$ cat src/rtl/mips_cpu_divider_if.sv
// rtl/mips_cpu_divider_if.sv - request/result bundle between the CPU HI/LO path and the divider
interface mips_cpu_divider_if #(
  parameter int WIDTH = 32
);
  logic             start;
  logic             sign;
  logic [WIDTH-1:0] a;
  logic [WIDTH-1:0] b;
  logic             busy;
  logic             done;
  logic [WIDTH-1:0] quotient;
  logic [WIDTH-1:0] remainder;
  logic             div_by_zero;

  modport master (
    output start, sign, a, b,
    input  busy, done, quotient, remainder, div_by_zero
  );

  modport slave (
    input  start, sign, a, b,
    output busy, done, quotient, remainder, div_by_zero
  );
endinterface

$ cat src/rtl/mips_cpu_divider.sv
// rtl/mips_cpu_divider.sv - radix-2 restoring divider for MIPS DIV/DIVU
// Divides magnitudes over WIDTH steps, then applies sign correction in one FIX cycle.
module mips_cpu_divider #(
  parameter int WIDTH = 32
) (
  input  logic              i_clk,
  input  logic              i_rst_n,
  mips_cpu_divider_if.slave bus
);
  localparam int CW = $clog2(WIDTH);

  typedef enum logic [1:0] {
    S_IDLE,
    S_CALC,
    S_FIX
  } state_t;

  state_t           r_state;
  state_t           w_next;
  logic [CW-1:0]    r_cnt;
  logic [WIDTH-1:0] r_rem;
  logic [WIDTH-1:0] r_q;
  logic [WIDTH-1:0] r_dvs;
  logic             r_neg_q;
  logic             r_neg_r;
  logic             r_dz;
  logic             r_done;
  logic [WIDTH-1:0] r_quotient;
  logic [WIDTH-1:0] r_remainder;
  logic             r_div_by_zero;

  logic [WIDTH-1:0] w_abs_a;
  logic [WIDTH-1:0] w_abs_b;
  logic [WIDTH:0]   w_shift;
  logic [WIDTH-1:0] w_diff;
  logic             w_ge;
  logic             w_last;

  assign w_abs_a = (bus.sign && bus.a[WIDTH-1]) ? -bus.a : bus.a;
  assign w_abs_b = (bus.sign && bus.b[WIDTH-1]) ? -bus.b : bus.b;

  // Restored remainder is always below the divisor, so only the shifted value needs WIDTH+1 bits.
  assign w_shift = {r_rem, r_q[WIDTH-1]};
  assign w_ge    = (w_shift >= {1'b0, r_dvs});
  assign w_diff  = w_shift[WIDTH-1:0] - r_dvs;
  assign w_last  = (r_cnt == CW'(WIDTH - 1));

  always_ff @(posedge i_clk or negedge i_rst_n) begin
    if (!i_rst_n) begin
      r_state <= S_IDLE;
    end else begin
      r_state <= w_next;
    end
  end

  always_comb begin
    w_next = r_state;
    case (r_state)
      S_IDLE:  if (bus.start) w_next = S_CALC;
      S_CALC:  if (w_last) w_next = S_FIX;
      S_FIX:   w_next = S_IDLE;
      default: w_next = S_IDLE;
    endcase
  end

  always_ff @(posedge i_clk or negedge i_rst_n) begin
    if (!i_rst_n) begin
      r_cnt         <= '0;
      r_rem         <= '0;
      r_q           <= '0;
      r_dvs         <= '0;
      r_neg_q       <= 1'b0;
      r_neg_r       <= 1'b0;
      r_dz          <= 1'b0;
      r_done        <= 1'b0;
      r_quotient    <= '0;
      r_remainder   <= '0;
      r_div_by_zero <= 1'b0;
    end else begin
      r_done <= 1'b0;
      case (r_state)
        S_IDLE: begin
          if (bus.start) begin
            r_cnt   <= '0;
            r_rem   <= '0;
            r_q     <= w_abs_a;
            r_dvs   <= w_abs_b;
            r_neg_q <= bus.sign & (bus.a[WIDTH-1] ^ bus.b[WIDTH-1]);
            r_neg_r <= bus.sign & bus.a[WIDTH-1];
            r_dz    <= (bus.b == '0);
          end
        end
        S_CALC: begin
          r_rem <= w_ge ? w_diff : w_shift[WIDTH-1:0];
          r_q   <= {r_q[WIDTH-2:0], w_ge};
          r_cnt <= r_cnt + 1'b1;
        end
        S_FIX: begin
          r_quotient    <= r_neg_q ? -r_q : r_q;
          r_remainder   <= r_neg_r ? -r_rem : r_rem;
          r_div_by_zero <= r_dz;
          r_done        <= 1'b1;
        end
        default: ;
      endcase
    end
  end

  assign bus.busy        = (r_state != S_IDLE);
  assign bus.done        = r_done;
  assign bus.quotient    = r_quotient;
  assign bus.remainder   = r_remainder;
  assign bus.div_by_zero = r_div_by_zero;
endmodule

$ cat src/flat_wrapper.sv
// flat-port wrapper written by rule: the top's interface ports become plain ports
module mips_cpu_divider_flat 
#(
  parameter int WIDTH = 32
)
  (i_clk, i_rst_n, bus_start, bus_sign, bus_a, bus_b, bus_busy, bus_done, bus_quotient, bus_remainder, bus_div_by_zero);
  mips_cpu_divider_if #(.WIDTH(WIDTH)) bus_i ();
  input  logic i_clk;
  input  logic i_rst_n;
  input wire logic [$bits(bus_i.start)-1:0] bus_start;
  input wire logic [$bits(bus_i.sign)-1:0] bus_sign;
  input wire logic [$bits(bus_i.a)-1:0] bus_a;
  input wire logic [$bits(bus_i.b)-1:0] bus_b;
  output wire logic [$bits(bus_i.busy)-1:0] bus_busy;
  output wire logic [$bits(bus_i.done)-1:0] bus_done;
  output wire logic [$bits(bus_i.quotient)-1:0] bus_quotient;
  output wire logic [$bits(bus_i.remainder)-1:0] bus_remainder;
  output wire logic [$bits(bus_i.div_by_zero)-1:0] bus_div_by_zero;
  assign bus_i.start = bus_start;
  assign bus_i.sign = bus_sign;
  assign bus_i.a = bus_a;
  assign bus_i.b = bus_b;
  assign bus_busy = bus_i.busy;
  assign bus_done = bus_i.done;
  assign bus_quotient = bus_i.quotient;
  assign bus_remainder = bus_i.remainder;
  assign bus_div_by_zero = bus_i.div_by_zero;
  mips_cpu_divider #(.WIDTH(WIDTH)) u_core (.i_clk(i_clk), .i_rst_n(i_rst_n), .bus(bus_i));
endmodule
$ cat config.mk
export PLATFORM = sky130hd
export DESIGN_NAME = mips_cpu_divider_flat
export DESIGN_NICKNAME = d
export VERILOG_FILES = /design/src/rtl/mips_cpu_divider_if.sv /design/src/rtl/mips_cpu_divider.sv /design/src/flat_wrapper.sv
export SDC_FILE = /design/constraint.sdc
export NUM_CORES = 1
export LEC_CHECK = 0
export ABC_AREA = 1
export BUFFER_PORTS_ARGS = -buffer_cell sky130_fd_sc_hd__buf_2
export CAP_MARGIN = 20
export CORE_ASPECT_RATIO = 1.1
export CORE_MARGIN = 8
export CORE_UTILIZATION = 45
export CTS_BUF_LIST = sky130_fd_sc_hd__clkbuf_8
export CTS_CLUSTER_DIAMETER = 100
export DETAILED_ROUTE_END_ITERATION = 10
export GPL_ROUTABILITY_DRIVEN = 0
export GPL_TIMING_DRIVEN = 0
export MAX_ROUTING_LAYER = met4
export PLACE_DENSITY_LB_ADDON = 0.15
export RECOVER_POWER = 100
export SYNTH_ARGS = -nofsm -noshare
export SYNTH_HDL_FRONTEND = slang
export SYNTH_SLANG_ARGS = --single-unit
export TNS_END_PERCENT = 1
$ cat constraint.sdc
create_clock -name i_clk -period 2.2 [get_ports i_clk]
set_input_delay 0.22 -clock i_clk [delete_from_list [all_inputs] [get_ports i_clk]]
set_output_delay 0.22 -clock i_clk [all_outputs]
set_load 0.1 [all_outputs]
=== Word level (Yosys, flattened, before mapping) ===
Index checks and enable logic that the tools add are counted.

* Order comparisons: 1
* Equality and inequality tests: 5
* $add $sub $neg: 6
* Muxes and demuxes: 15
* Bitwise operators: 3
* Reductions and logical operators: 9

{| class="wikitable"
|+ Operator list
! operator !! number
|-
| $mux 32 || 7
|-
| $neg 32->32 || 4
|-
| $pmux 32 s2 || 2
|-
| $ge 33x32->1 || 1
|-
| $logic_not 32->1 || 1
|-
| $sub 32x32->32 || 1
|-
| $pmux 5 s2 || 1
|-
| $reduce_and 2->1 || 3
|-
| $add 5x1->5 const B || 1
|-
| $eq 5x5->1 const B || 1
|-
| $mux 5 || 1
|-
| $mux 2 || 2
|-
| $pmux 2 s2 || 1
|-
| $reduce_bool 2->1 || 2
|-
| $and 1x1->1 || 2
|-
| $eq 2x1->1 const B || 1
|-
| $eq 2x2->1 const B || 1
|-
| $logic_and 1x1->1 || 2
|-
| $logic_not 2->1 || 1
|-
| $ne 2x1->1 const B || 1
|-
| $ne 2x2->1 const B || 1
|-
| $mux 1 || 1
|-
| $xor 1x1->1 || 1
|}

* Word-level logic and storage cells: 51
* Input bits: 68
* Register bits after elaboration: 172
* Output and inout port bits: 67

=== Longest topological paths before layout ===
* Depth after elaboration: 4
* Mapped depth: 16
* Gate-level depth less buffers: 16

=== Worst setup path after synthesis ===
OpenSTA, ideal clock, no wires.

* Kind: flip-flop to flip-flop
* Start point: reg u_core.r_rem[6]
* End point: reg u_core.r_rem[14]
* Clock period less this slack: 1.923 ns
* Library setup time: 0.118 ns
* Required time: 2.082 ns
* Path buffers: 1
* Arrival: 1.805 ns
* Path slack: 0.277 ns
* Cell stages (with the launch flop): 15
* Cells stage by stage: dfrtp_1 ha_1 nand2_1 inv_1 nand2_1 nand2_1 inv_2 nand3_2 nand2_2 nand2_2 nand3_2 buf_2 nand3_1 nand3_1 nand2_1

* Cells in the longest elaborated chain, start to end: 3
* Elaborated cells on any way between the ends: 4
* Classes of those cells: add/sub (1); order compare (1); mux (2)

{| class="wikitable"
|+ RTL lines
! element !! line !! source
|-
| from (decl) || mips_cpu_divider.sv:21 || <nowiki>logic [WIDTH-1:0] r_rem;</nowiki>
|-
| from (signal assigned) || mips_cpu_divider.sv:94 || <nowiki>r_rem <= w_ge ? w_diff : w_shift[WIDTH-1:0];</nowiki>
|-
| $sub 32x32->32 / $ge 33x32->1 (equally long branches) || mips_cpu_divider.sv:45, mips_cpu_divider.sv:44 ||
|-
| $mux 32 * || mips_cpu_divider.sv:94 ||
|-
| $pmux 32 s2 * || mips_cpu_divider.sv:81 || <nowiki>case (r_state)</nowiki>
|}

Every way passes the cells marked *; elsewhere a longest branch is shown, timed or not.
A chain may end at the register's enable or synchronous reset.

=== Final worst setup path ===
* Start point: reg u_core.r_dvs[29]
* End point: reg u_core.r_q[0]

* Cells in the longest elaborated chain, start to end: 2

{| class="wikitable"
|+ RTL lines
! element !! line !! source
|-
| from (decl) || mips_cpu_divider.sv:23 || <nowiki>logic [WIDTH-1:0] r_dvs;</nowiki>
|-
| from (signal assigned) || mips_cpu_divider.sv:87 || <nowiki>r_dvs <= w_abs_b;</nowiki>
|-
| $ge 33x32->1 || mips_cpu_divider.sv:44 || <nowiki>assign w_ge = (w_shift >= {1'b0, r_dvs});</nowiki>
|-
| $pmux 32 s2 || mips_cpu_divider.sv:81 ||
|-
| to (signal assigned) || mips_cpu_divider.sv:86 || <nowiki>r_q <= w_abs_a;</nowiki>
|-
| to (signal assigned) || mips_cpu_divider.sv:95 || <nowiki>r_q <= {r_q[WIDTH-2:0], w_ge};</nowiki>
|-
| to (decl) || mips_cpu_divider.sv:22 || <nowiki>logic [WIDTH-1:0] r_q;</nowiki>
|}

Every way passes these cells.

==> summary.md <==
| Metric | Value |
|---|---|
| Detailed Route Iter0 Violations | 1171 |
| Synth warn | 0 |
| Die Y | 193.8 µm |
| Dominant cells by area after synthesis | dfrtp_1 33%, nand2_1 19%, inv_1 8.0% |
| Die Area | ~0.034 mm² |
| TritonCTS clock tree | yes |
| Max-slew headroom | 0.2159 |
| CTS Buf Count | 17 |
| CP Launch Type | register |
| Met2 usage | 0.3790 |
| Setup Viol. Count Final | 11 |
| Status | finished with violations |
| Reg2reg setup slack | -0.02 ns |
| Met3 global-route usage | 0.03467 |
| Critical path arrival | 2.60 ns |
| Grt ovf | 0 |
| Largest fanout on the critical path | 10 |
| Min Tclk post-route | about 2.2 ns |
| Syn Std Cell Area | roughly 0.013 mm² |
| Die W | roughly 180 µm |
| Commonest non-fill, non-tap cells in the layout | 633 x nand2_1, 269 x inv_1, 198 x nand3_1, 178 x nor2_1, 145 x dfrtp_1 |
| Core area | approximately 0.028 mm² |
| I/O pins | approximately 140 |
| Critical path class | register to register |
| Part of the Yosys area used for sequential elements | 0.3329 |
| Setup TNS | -0.1098 ns |
| Worst path max stage delay | approximately 0.40 ns |
| Clock sinks | 172 |
| Critical Path Sink | u_core.r_q[0] |
| Fin crit share | 1.011 |
| R2R cell count | 13 |
| Final instance area | between 0.015 and 0.02 mm² |
| Final worst slack | -0.02373 ns |
| Largest net degree at the start of global routing | 91 |
| Worst vdd ir | about 0.67 mV |
| Power per cell area | ~1700 mW/mm² |
| RSZ-0062 raised after global routing | true |
| Cell family with most CP delay | simple AND/OR/NAND/NOR gates |
| Ant diodes | 0 |
| Syn_nets | approximately 2100 |
| Most used cell, CP | nand2_1 |
| First-pass GRT wire length | between 60000 and 70000 µm |
| Dpl hpwl | roughly 34000 µm |
| Worst setup startpoint | u_core.r_dvs[29] |
| Rows | between 60 and 70 |
| Wirelength, routed | 42660 µm |
| Number of global-route vias before repair | 12780 |
| Syn_area_per_cell | about 6.4 µm² |
| Synth top area share | 0.3329 |
| Worst slew pin tran | around 1.2 ns |
| Total GRT Usage | 0.2540 |
| Most common cell after layout, fill and taps aside | nand2_1 |
| Layout cell share with drive strength beyond 1 | 0.1456 |
| Sequence of cells on the critical path | inv_2 > ha_2 > nand2_2 > inv_1 > nand2_1 > nor2_1 > nand3_1 > nand3_2 > nor2_4 > nand2_4 > buf_6 > nand2_1 > o211ai_1 |
| Reg2Reg Capture Point | u_core.r_q[0] |
| Vias | approximately 13000 |
| Critical Path Stages | 13 |
| Final core utilization | 0.5322 |
| Fin. Hold Viols | 0 |
| FF+latch count, synth | approximately 170 |
| Failing checks | setup timing |
| Worst setup EP type | register |
| Layout Nets | between 2000 and 2500 |
| Cells after Synth | ~2000 |
| Max Buffers Root-to-Sink | 2 |
| Drc violations | 0 |
| GR Layer Usage met1 | 0.3438 |
| Worst Clk Skew | between 0.01 and 0.015 ns |
| Hold/Removal Path Class | input pin to register |
| Synth-to-layout area growth | 17.18% |
| Drt wl/cell | ~17 µm |
| Max H-tree Level | 4 |
| Maxcap violations | 0 |
| Routed vias/inst | around 5.3 |
| Highest-delay cell along the critical path | dfrtp_1 |
| R2r startpoint | u_core.r_dvs[29] |
| Area leader, netlist | dfrtp_1 |
| Required arrival time at the worst endpoint | 2.57 ns |
| Gr busiest metal | met2 |
| Synth cell types | 43 |
| Clock Latency Late Sink | 0.49 ns |
| Initial Util | 0.4542 |
| Pre-Repair DR Iteration Count | 6 |
| Fmax | about 0.45 GHz |
| Initial antenna violation count | 0 |
| Port Buffers | roughly 130 |
| LEAKAGE | 7.627 nW |
| DP Area | roughly 0.014 mm² |
| DRT antenna net count | 0 |
| Reg clk slew, reported paths | around 0.10 ns |
| Worst Path Buf+Inv | 3 |
| Max-slew violations | 0 |
| Clock root cell | clkbuf_8 |
worst min-delay path by stage:
stage,startpoint,end,slack [ns],cells past startpoint
after floorplan,i_rst_n,u_core.bus.div_by_zero,-0.08,0
after global placement,u_core.bus.quotient[13],u_core.bus.quotient[13],0.46,2
after detailed placement,i_rst_n,u_core.bus.quotient[10],0.25,1
after CTS,bus_b[14],u_core.r_dvs[14],0.005,3
after global routing,bus_b[24],u_core.r_dvs[24],0.01,3
final,bus_b[24],u_core.r_dvs[24],0.04,3
layer usage:
layer | share of wire | vias to the layer above
met4 | 0.034 | 0
li1 | - | 6751
met1 | 0.46 | 6181
met2 | 0.44 | 471
met5 | 0 | -
met3 | 0.062 | 79
Yosys cell counts:
master and number:
o221ai_1 1, dfrtp_1 172, or2_0 1, nand3b_1 13
and2_1 4, o21bai_1 2, o31ai_1 6, ha_1 38
nand3_2 4, or2_1 1, o21ai_4 1, nor2_2 6
buf_6 3, nand2_1 652, nor4_1 4, a31oi_1 11
fa_1 1, a22oi_1 29, xor2_1 60, o21ai_2 1
nor2_1 188, nor3_1 32, nand4_1 25, nand2_4 1
o21ai_0 117, o21a_1 2, inv_2 2, a21oi_1 43
nand3_1 201, or2_2 7, clkbuf_1 45, a21o_1 2
buf_1 4, buf_2 12, nor2_4 1, a22o_1 2
o22ai_1 3, nor3_2 3, o211ai_1 3, xnor2_1 18
o21ai_1 7, inv_1 275, nand2_2 2
through the flow:
step	worst slack, ns	hold WS (ns)	std cells	total power (W)
after global routing	-0.1372	0.01425	2559	0.02807
after global placement	-1.803	0.4588	2507	0.02106
after detailed placement	-0.2654	0.2490	2508	0.02132
after floorplan	0.2771	-0.07559	2005	0.01723
final	-0.02373	0.03929	2559	0.02569
after CTS	-0.02831	0.004674	2542	0.02469
worst min-delay path: stages:
cell,delay (ns)
buf_2,0.13
nand2_1,0.07
a31oi_1,0.07
power by group:
group / internal (W) / leakage, nW / switching (W)
combinational: 0.00624 / 5.46 / 0.0112
sequential: 0.00444 / 1.97 / 0.00155
clock: 0.000949 / 0.195 / 0.00133
total: 0.0116 / 7.63 / 0.0141
kinds of logic (layout without fill, tap and decap cells):
| kind of cell | Yosys count | in the layout | synth area share |
|---|---|---|---|
| compound gates | 230 | 230 | 0.1009 |
| xor+xnor | 78 | 78 | 0.05285 |
| fa+ha+maj | 39 | 39 | 0.03833 |
| buf+inv | 341 | 527 | 0.1019 |
| flops | 172 | 172 | 0.3329 |
| simple gates | 1145 | 1145 | 0.3730 |
cell type report:
cell class                      instances  area, µm²
Tap cell                              368      460.4
Sequential cell                       172       4338
Clock inverter                         14      133.9
Fill cell                            2884      13320
Multi-Input combinational cell       1492       7797
Buffer                                 64      311.5
Timing Repair Buffer                  154      819.5
Clock buffer                           18      247.7
Inverter                              277       1040
sequential cells by signal (all words and copies together) (netlist names), 2 cells and up:
| register | flops |
|---|---|
| u_core.bus.quotient | 32 |
| u_core.bus.remainder | 32 |
| u_core.r_dvs | 32 |
| u_core.r_q | 32 |
| u_core.r_rem | 32 |
| u_core.r_cnt | 5 |
| u_core.r_state | 2 |
repair_timing:
action,4_1_cts,5_1_grt
pin swaps,2,8
gates resized for setup,74,58
hold buffers,1,0
buffers inserted,1,17
endpoints found under the setup margin,43,75
hold endpoints to repair,82,0
gates cloned,0,0
No activity file was read; power rests on OpenSTA's default activity.
